<file path="src/rtl/reg_bank_arbiter.sv">
// reg_bank_arbiter: shared register bank with a round-robin write arbiter.
// One write is committed per clock; the winner gets a one-cycle grant pulse.
// Optional burst locking is compiled in with `define REG_ARB_LOCK_EN.
module reg_bank_arbiter #(
    parameter int unsigned N_REQ     = 4,
    parameter int unsigned DATA_W    = 8,
    parameter int unsigned ADDR_W    = 3,
    parameter int unsigned MAX_BURST = 4
) (
    input  logic                      clk,
    input  logic                      rst,
    input  logic [N_REQ-1:0]          req,
    input  logic [N_REQ-1:0]          lock,
    input  logic [N_REQ*ADDR_W-1:0]   wr_addr,
    input  logic [N_REQ*DATA_W-1:0]   wr_data,
    output logic [N_REQ-1:0]          gnt,
    input  logic [ADDR_W-1:0]         rd_addr,
    output logic [DATA_W-1:0]         rd_data,
    output logic                      busy
);

    localparam int unsigned DEPTH = 1 << ADDR_W;
    localparam int unsigned PTR_W = (N_REQ > 1) ? $clog2(N_REQ) : 1;

    logic [DATA_W-1:0] bank [DEPTH];
    logic [PTR_W-1:0]  rr_ptr;
    logic [PTR_W-1:0]  rr_next;
    logic [N_REQ-1:0]  gnt_next;
    logic              busy_next;
    logic [N_REQ-1:0]  elig;
    logic              found;
    logic [PTR_W-1:0]  win;
    logic              arb_en;
    logic              we;
    logic [ADDR_W-1:0] waddr;
    logic [DATA_W-1:0] wdata;
    int unsigned       idx;
    int unsigned       base_a;
    int unsigned       base_d;

`ifdef REG_ARB_LOCK_EN
    localparam int unsigned CNT_W = 4;

    typedef enum logic [0:0] {
        ARB    = 1'b0,
        LOCKED = 1'b1
    } state_t;

    state_t           state;
    state_t           state_next;
    logic [PTR_W-1:0] owner;
    logic [PTR_W-1:0] owner_next;
    logic [CNT_W-1:0] burst_cnt;
    logic [CNT_W-1:0] cnt_next;
`else
    logic lock_unused;
    assign lock_unused = ^lock;
`endif

    // Control registers: grant, busy, round-robin pointer (and lock state).
    always_ff @(posedge clk) begin
        if (rst) begin
            gnt    <= '0;
            busy   <= 1'b0;
            rr_ptr <= '0;
`ifdef REG_ARB_LOCK_EN
            state     <= ARB;
            owner     <= '0;
            burst_cnt <= '0;
`endif
        end else begin
            gnt    <= gnt_next;
            busy   <= busy_next;
            rr_ptr <= rr_next;
`ifdef REG_ARB_LOCK_EN
            state     <= state_next;
            owner     <= owner_next;
            burst_cnt <= cnt_next;
`endif
        end
    end

    // Next-state: pick the write for this edge and the follow-on control state.
    always_comb begin
        gnt_next  = '0;
        busy_next = 1'b0;
        rr_next   = rr_ptr;
        we        = 1'b0;
        waddr     = '0;
        wdata     = '0;
        found     = 1'b0;
        win       = '0;
        idx       = 0;
        base_a    = 0;
        base_d    = 0;
        arb_en    = 1'b1;
        // A requester holding req through its grant cycle is not re-served.
        elig      = req & ~gnt;
`ifdef REG_ARB_LOCK_EN
        state_next = state;
        owner_next = owner;
        cnt_next   = burst_cnt;
        if (state == LOCKED) begin
            if (req[owner] && lock[owner] && (burst_cnt < CNT_W'(MAX_BURST))) begin
                arb_en    = 1'b0;
                base_a    = 32'(owner) * ADDR_W;
                base_d    = 32'(owner) * DATA_W;
                we        = 1'b1;
                waddr     = wr_addr[base_a +: ADDR_W];
                wdata     = wr_data[base_d +: DATA_W];
                gnt_next  = N_REQ'(1) << owner;
                busy_next = 1'b1;
                cnt_next  = burst_cnt + CNT_W'(1);
            end else begin
                // Leaving the burst: arbitrate normally with the old owner masked.
                state_next = ARB;
                cnt_next   = '0;
                elig       = elig & ~(N_REQ'(1) << owner);
            end
        end
`endif
        for (int unsigned k = 0; k < N_REQ; k++) begin
            idx = (32'(rr_ptr) + k) % N_REQ;
            if (!found && elig[PTR_W'(idx)]) begin
                found = 1'b1;
                win   = PTR_W'(idx);
            end
        end
        if (arb_en && found) begin
            base_a    = 32'(win) * ADDR_W;
            base_d    = 32'(win) * DATA_W;
            we        = 1'b1;
            waddr     = wr_addr[base_a +: ADDR_W];
            wdata     = wr_data[base_d +: DATA_W];
            gnt_next  = N_REQ'(1) << win;
            busy_next = 1'b1;
            rr_next   = PTR_W'((32'(win) + 1) % N_REQ);
`ifdef REG_ARB_LOCK_EN
            if (lock[win]) begin
                state_next = LOCKED;
                owner_next = win;
                cnt_next   = CNT_W'(1);
            end
`endif
        end
    end

    // Storage words; reset clears the whole bank and suppresses any write.
    always_ff @(posedge clk) begin
        if (rst) begin
            for (int i = 0; i < int'(DEPTH); i++) begin
                bank[i] <= '0;
            end
        end else if (we) begin
            bank[waddr] <= wdata;
        end
    end

    assign rd_data = bank[rd_addr];

endmodule

</file>
<file path="config.mk">
export PLATFORM = sky130hd
export DESIGN_NAME = reg_bank_arbiter
export DESIGN_NICKNAME = d
export VERILOG_FILES = /design/src/rtl/reg_bank_arbiter.sv
export SDC_FILE = /design/constraint.sdc
export NUM_CORES = 1
export LEC_CHECK = 0
export ABC_AREA = 1
export BUFFER_PORTS_ARGS = -buffer_cell sky130_fd_sc_hd__buf_2
export CAP_MARGIN = 25
export CORE_MARGIN = 2
export CORE_UTILIZATION = 45
export DETAILED_ROUTE_END_ITERATION = 7
export GPL_TIMING_DRIVEN = 0
export PLACE_DENSITY = 0.77
export REMOVE_ABC_BUFFERS = 1
export SYNTH_ARGS = -nofsm -noshare
export SYNTH_HDL_FRONTEND = slang
export SYNTH_SLANG_ARGS = --single-unit
</file>
<file path="constraint.sdc">
create_clock -name clk -period 3.37 [get_ports clk]
set_input_delay 0.674 -clock clk [delete_from_list [all_inputs] [get_ports clk]]
set_output_delay 0.674 -clock clk [all_outputs]
set_load 0.02 [all_outputs]
</file>
==> run summary <==
The actual transition at the worst max-transition pin was 0.671 ns. TritonCTS built the clock tree. Subtracting the final worst setup slack from the clock period gives 3.13 ns. In the final routed layout, each cell accounts on average for 15.1 um. The worst slew margin relative to its limit was 55.3%; the critical-path maximum fanout was 34. Counting distinct cell types in the post-synthesis netlist gives 30. The vertical die dimension was 98.6 um; the pin count of the biggest net entering global routing was 34. The remaining design rule violation count is 0. In the synthesized netlist the async set-or-reset flop fraction comes to 0%. The clock passes through at most 2 buffers. The register clock-pin slew on the reported worst setup and hold paths was 0.08 ns; the clock insertion delay at the later pin of the skew report was 0.35 ns.

The aggregate negative setup slack was 0 ns; the core occupancy in the finished layout was 53.2%. The first global-routing pass estimated 14900 um of wire. The initial core utilization came out at 46.2%.

The number of warnings reported in the yosys synthesis log is 0, and the site row count is 34. In this run the worst hold path is classified as primary input to register. The average cell area after synthesis is 8.96 um2.

In this run the cell area of the synthesized design comes to 4030 um2. Max-cap violations in this run came to 0. Counting both buffers and inverters, the worst setup path holds a total of 3.

In this run the cell area measured after placement is 4370 um2. For this run, the detailed router's first-pass iteration total came to 5. The run gives 0.854 as the final weighted congestion of routability-driven global placement.

Data arrives at the worst endpoint at 2.46 ns. The via count of the first global-routing pass came out at 3055. The area enclosed by the die boundary is 9730 um2, and the post-detailed-routing wire length is 9410 um. The antenna cell count was 0.

Summed over its instances, the top area cell type makes up 47.7% of the synthesized netlist area. The number of clock buffers added by TritonCTS is 9. The number of DRC markers in iteration 0 is 267. The required time of the critical path is 2.70 ns. The HPWL after detailed placement is 6460 um. The critical path goes through buf_2 -> clkinvlp_4 -> o21ai_0 -> o22ai_1 -> nor2_1 -> a31oi_1 -> buf_2.

sky130_fd_sc_hd__edfxtp_1 takes more of the synthesized area than any other cell. The flow ran to the end, and the final reports show no timing, DRC or antenna violations. Prior to clock tree synthesis, the placed netlist has a worst setup slack of -0.955 ns. On the worst path, the slowest cell contributes a delay of 0.52 ns.

The tools report the post-route cell area as 4640 um2. Startpoint type of the worst setup path: a primary input. In the global route stage, overall resource usage came out at 19.4%. The critical path in this run is classified as primary input to primary output.

The tree is rooted in a sky130_fd_sc_hd__clkbuf_8. The sum of overflow across all layers after global routing is 0. After layout, the worst setup slack is 0.238 ns. The total count of max-transition violations in the final report is 0, and the share of final-layout standard cells stronger than drive strength 1 is 28.8%. In the finished design, the share of the clock period the worst path needs comes to 92.9%. The initial antenna violation count was 0. The mean number of vias per cell works out to 5.47.

Setup repair after global routing left no endpoint under its margin. The total area inside the core boundary comes to 8720 um2. The run gives 70 as the I/O pin count. Post-synthesis to final-layout area growth: 15.2%. The run gives 0 as the final hold violation count. The commonest register cell after synthesis was sky130_fd_sc_hd__edfxtp_1. The logs give 3401 for the total number of vias and 0.319 GHz for the highest clock frequency the design can meet. Number of enable flip-flop cells after synthesis: 64.

In this run the remaining antenna-violating nets after routing total 0. Most frequent standard cell in the layout excluding fill and tap cells: sky130_fd_sc_hd__nor2_1. For this design, the slowest cell found on the critical path is sky130_fd_sc_hd__buf_2.

STA classifies the critical path endpoint as a primary output. The tools report the number of buffers added to fix hold violations after cts as 0. Sequential elements use 51.2% of the synthesized area.

After synthesis the netlist holds a flip-flop and latch count of 71. For the number of clock sinks, the log shows 71. The horizontal extent of the die is 98.6 um. The library cells used most frequently in the layout, excluding fill and tap cells, are sky130_fd_sc_hd__nor2_1 (115), sky130_fd_sc_hd__nand2_1 (74), sky130_fd_sc_hd__buf_2 (65). Between clock sinks in the finished design, the worst skew comes to 0.00746 ns. The port buffer count came out at 65. In this design, the largest share of critical-path delay is due to buffers and inverters.

The H-tree generated during clock tree synthesis spans 3 levels. The most numerous cell type found on the critical path is sky130_fd_sc_hd__buf_2. Setup violations remaining at the end of the flow were counted as 0. In the post-synthesis netlist, the biggest area contributors are sky130_fd_sc_hd__edfxtp_1 (48%), sky130_fd_sc_hd__nor2_1 (11%), sky130_fd_sc_hd__nand2_1 (7.2%), sky130_fd_sc_hd__nand3_2 (4.7%), sky130_fd_sc_hd__o21ai_0 (4.2%). Synthesized instance count: 450. Number of nets in the layout: 566.
synthesized netlist by cell type, types with 3 or more instances:
master	instances
sky130_fd_sc_hd__nand2_2	7
sky130_fd_sc_hd__buf_4	3
sky130_fd_sc_hd__a31oi_1	9
sky130_fd_sc_hd__nand4_1	6
sky130_fd_sc_hd__nand2_4	8
sky130_fd_sc_hd__clkbuf_1	12
sky130_fd_sc_hd__nor2_4	3
sky130_fd_sc_hd__nand3_2	19
sky130_fd_sc_hd__o21ai_0	34
sky130_fd_sc_hd__nor2_1	115
sky130_fd_sc_hd__nand3_1	31
sky130_fd_sc_hd__nor3_2	10
sky130_fd_sc_hd__nand2_1	77
sky130_fd_sc_hd__edfxtp_1	64
sky130_fd_sc_hd__inv_1	11
sky130_fd_sc_hd__nor3_1	7
sky130_fd_sc_hd__dfxtp_1	7
sky130_fd_sc_hd__buf_6	5
sky130_fd_sc_hd__o22ai_1	8
final timing paths:
check / to / slack (ns) / cells past startpoint / from
hold / removal: rr_ptr[1]$_SDFFE_PP0P_ / 0.61 / 2 / rst
hold reg to reg: rr_ptr[1]$_SDFFE_PP0P_ / 0.65 / 2 / rr_ptr[1]$_SDFFE_PP0P_
setup / recovery: rd_data[1] / 0.24 / 7 / rd_addr[0]
setup reg to reg: bank[6][5]$_SDFFCE_PN0P_ / 0.29 / 14 / rr_ptr[1]$_SDFFE_PP0P_
through the flow:
stage               hold slack (ns)  std cells
floorplan                     0.564        430
global placement              0.630        603
detailed placement            0.638        603
CTS                           0.598        619
global route                  0.613        622
finish                        0.608        622
registers in the layout (all words and copies together), names as in the netlist:
name    flops
bank       64
busy        1
gnt         4
rr_ptr      2
worst register-to-register path, stage by stage, from the launching register on:
cell                       delay, ns
sky130_fd_sc_hd__dfxtp_1        0.53
sky130_fd_sc_hd__inv_4          0.09
sky130_fd_sc_hd__nand2_2        0.08
sky130_fd_sc_hd__nand2_2        0.08
sky130_fd_sc_hd__nand3_2        0.09
sky130_fd_sc_hd__nand2_4        0.09
sky130_fd_sc_hd__a21oi_1        0.31
sky130_fd_sc_hd__nor2_1         0.13
sky130_fd_sc_hd__nor2_4         0.27
sky130_fd_sc_hd__nand3_2        0.16
sky130_fd_sc_hd__nand2_1        0.10
sky130_fd_sc_hd__nand3_2        0.21
sky130_fd_sc_hd__clkinv_2       0.19
sky130_fd_sc_hd__nand2_4        0.11
sky130_fd_sc_hd__nand2_1        0.31
area by class of cell:
type                            count  area (um2)
Clock buffer                        9         124
Clock inverter                      7        80.1
Fill cell                         792        4080
Inverter                           16        77.6
Multi-Input combinational cell    345        1830
Sequential cell                    71        2060
Tap cell                          108         135
Timing Repair Buffer               65         325
Timing Repair inverter              1        7.51
what timing repair did:
action	CTS	global route
cloned	0	3
gates resized for setup	7	6
hold endpoints to repair	0	0
pin swaps	0	1
setup endpoints to repair	64	71
buffers inserted	0	0
layer usage:
metal  GRT usage (%)  up-vias  share of wire, %
met5               0        -                 0
met4            5.80        0               1.4
met3            5.53       12               8.7
met2            31.0      167                48
met1            26.0     1546                42
li1                -     1676                 -
kinds of logic (layout without fill, tap and decap cells):
logic type      after synthesis  in the layout  share of synthesized area, %
compound gates               53             53                          7.20
flops                        71             71                          51.2
simple gates                290            292                          36.7
buf+inv                      36             98                          4.90
Power is left out: the tool's default activity adds up to more than one toggle a clock period on the data nets, which glitch-free logic cannot reach.
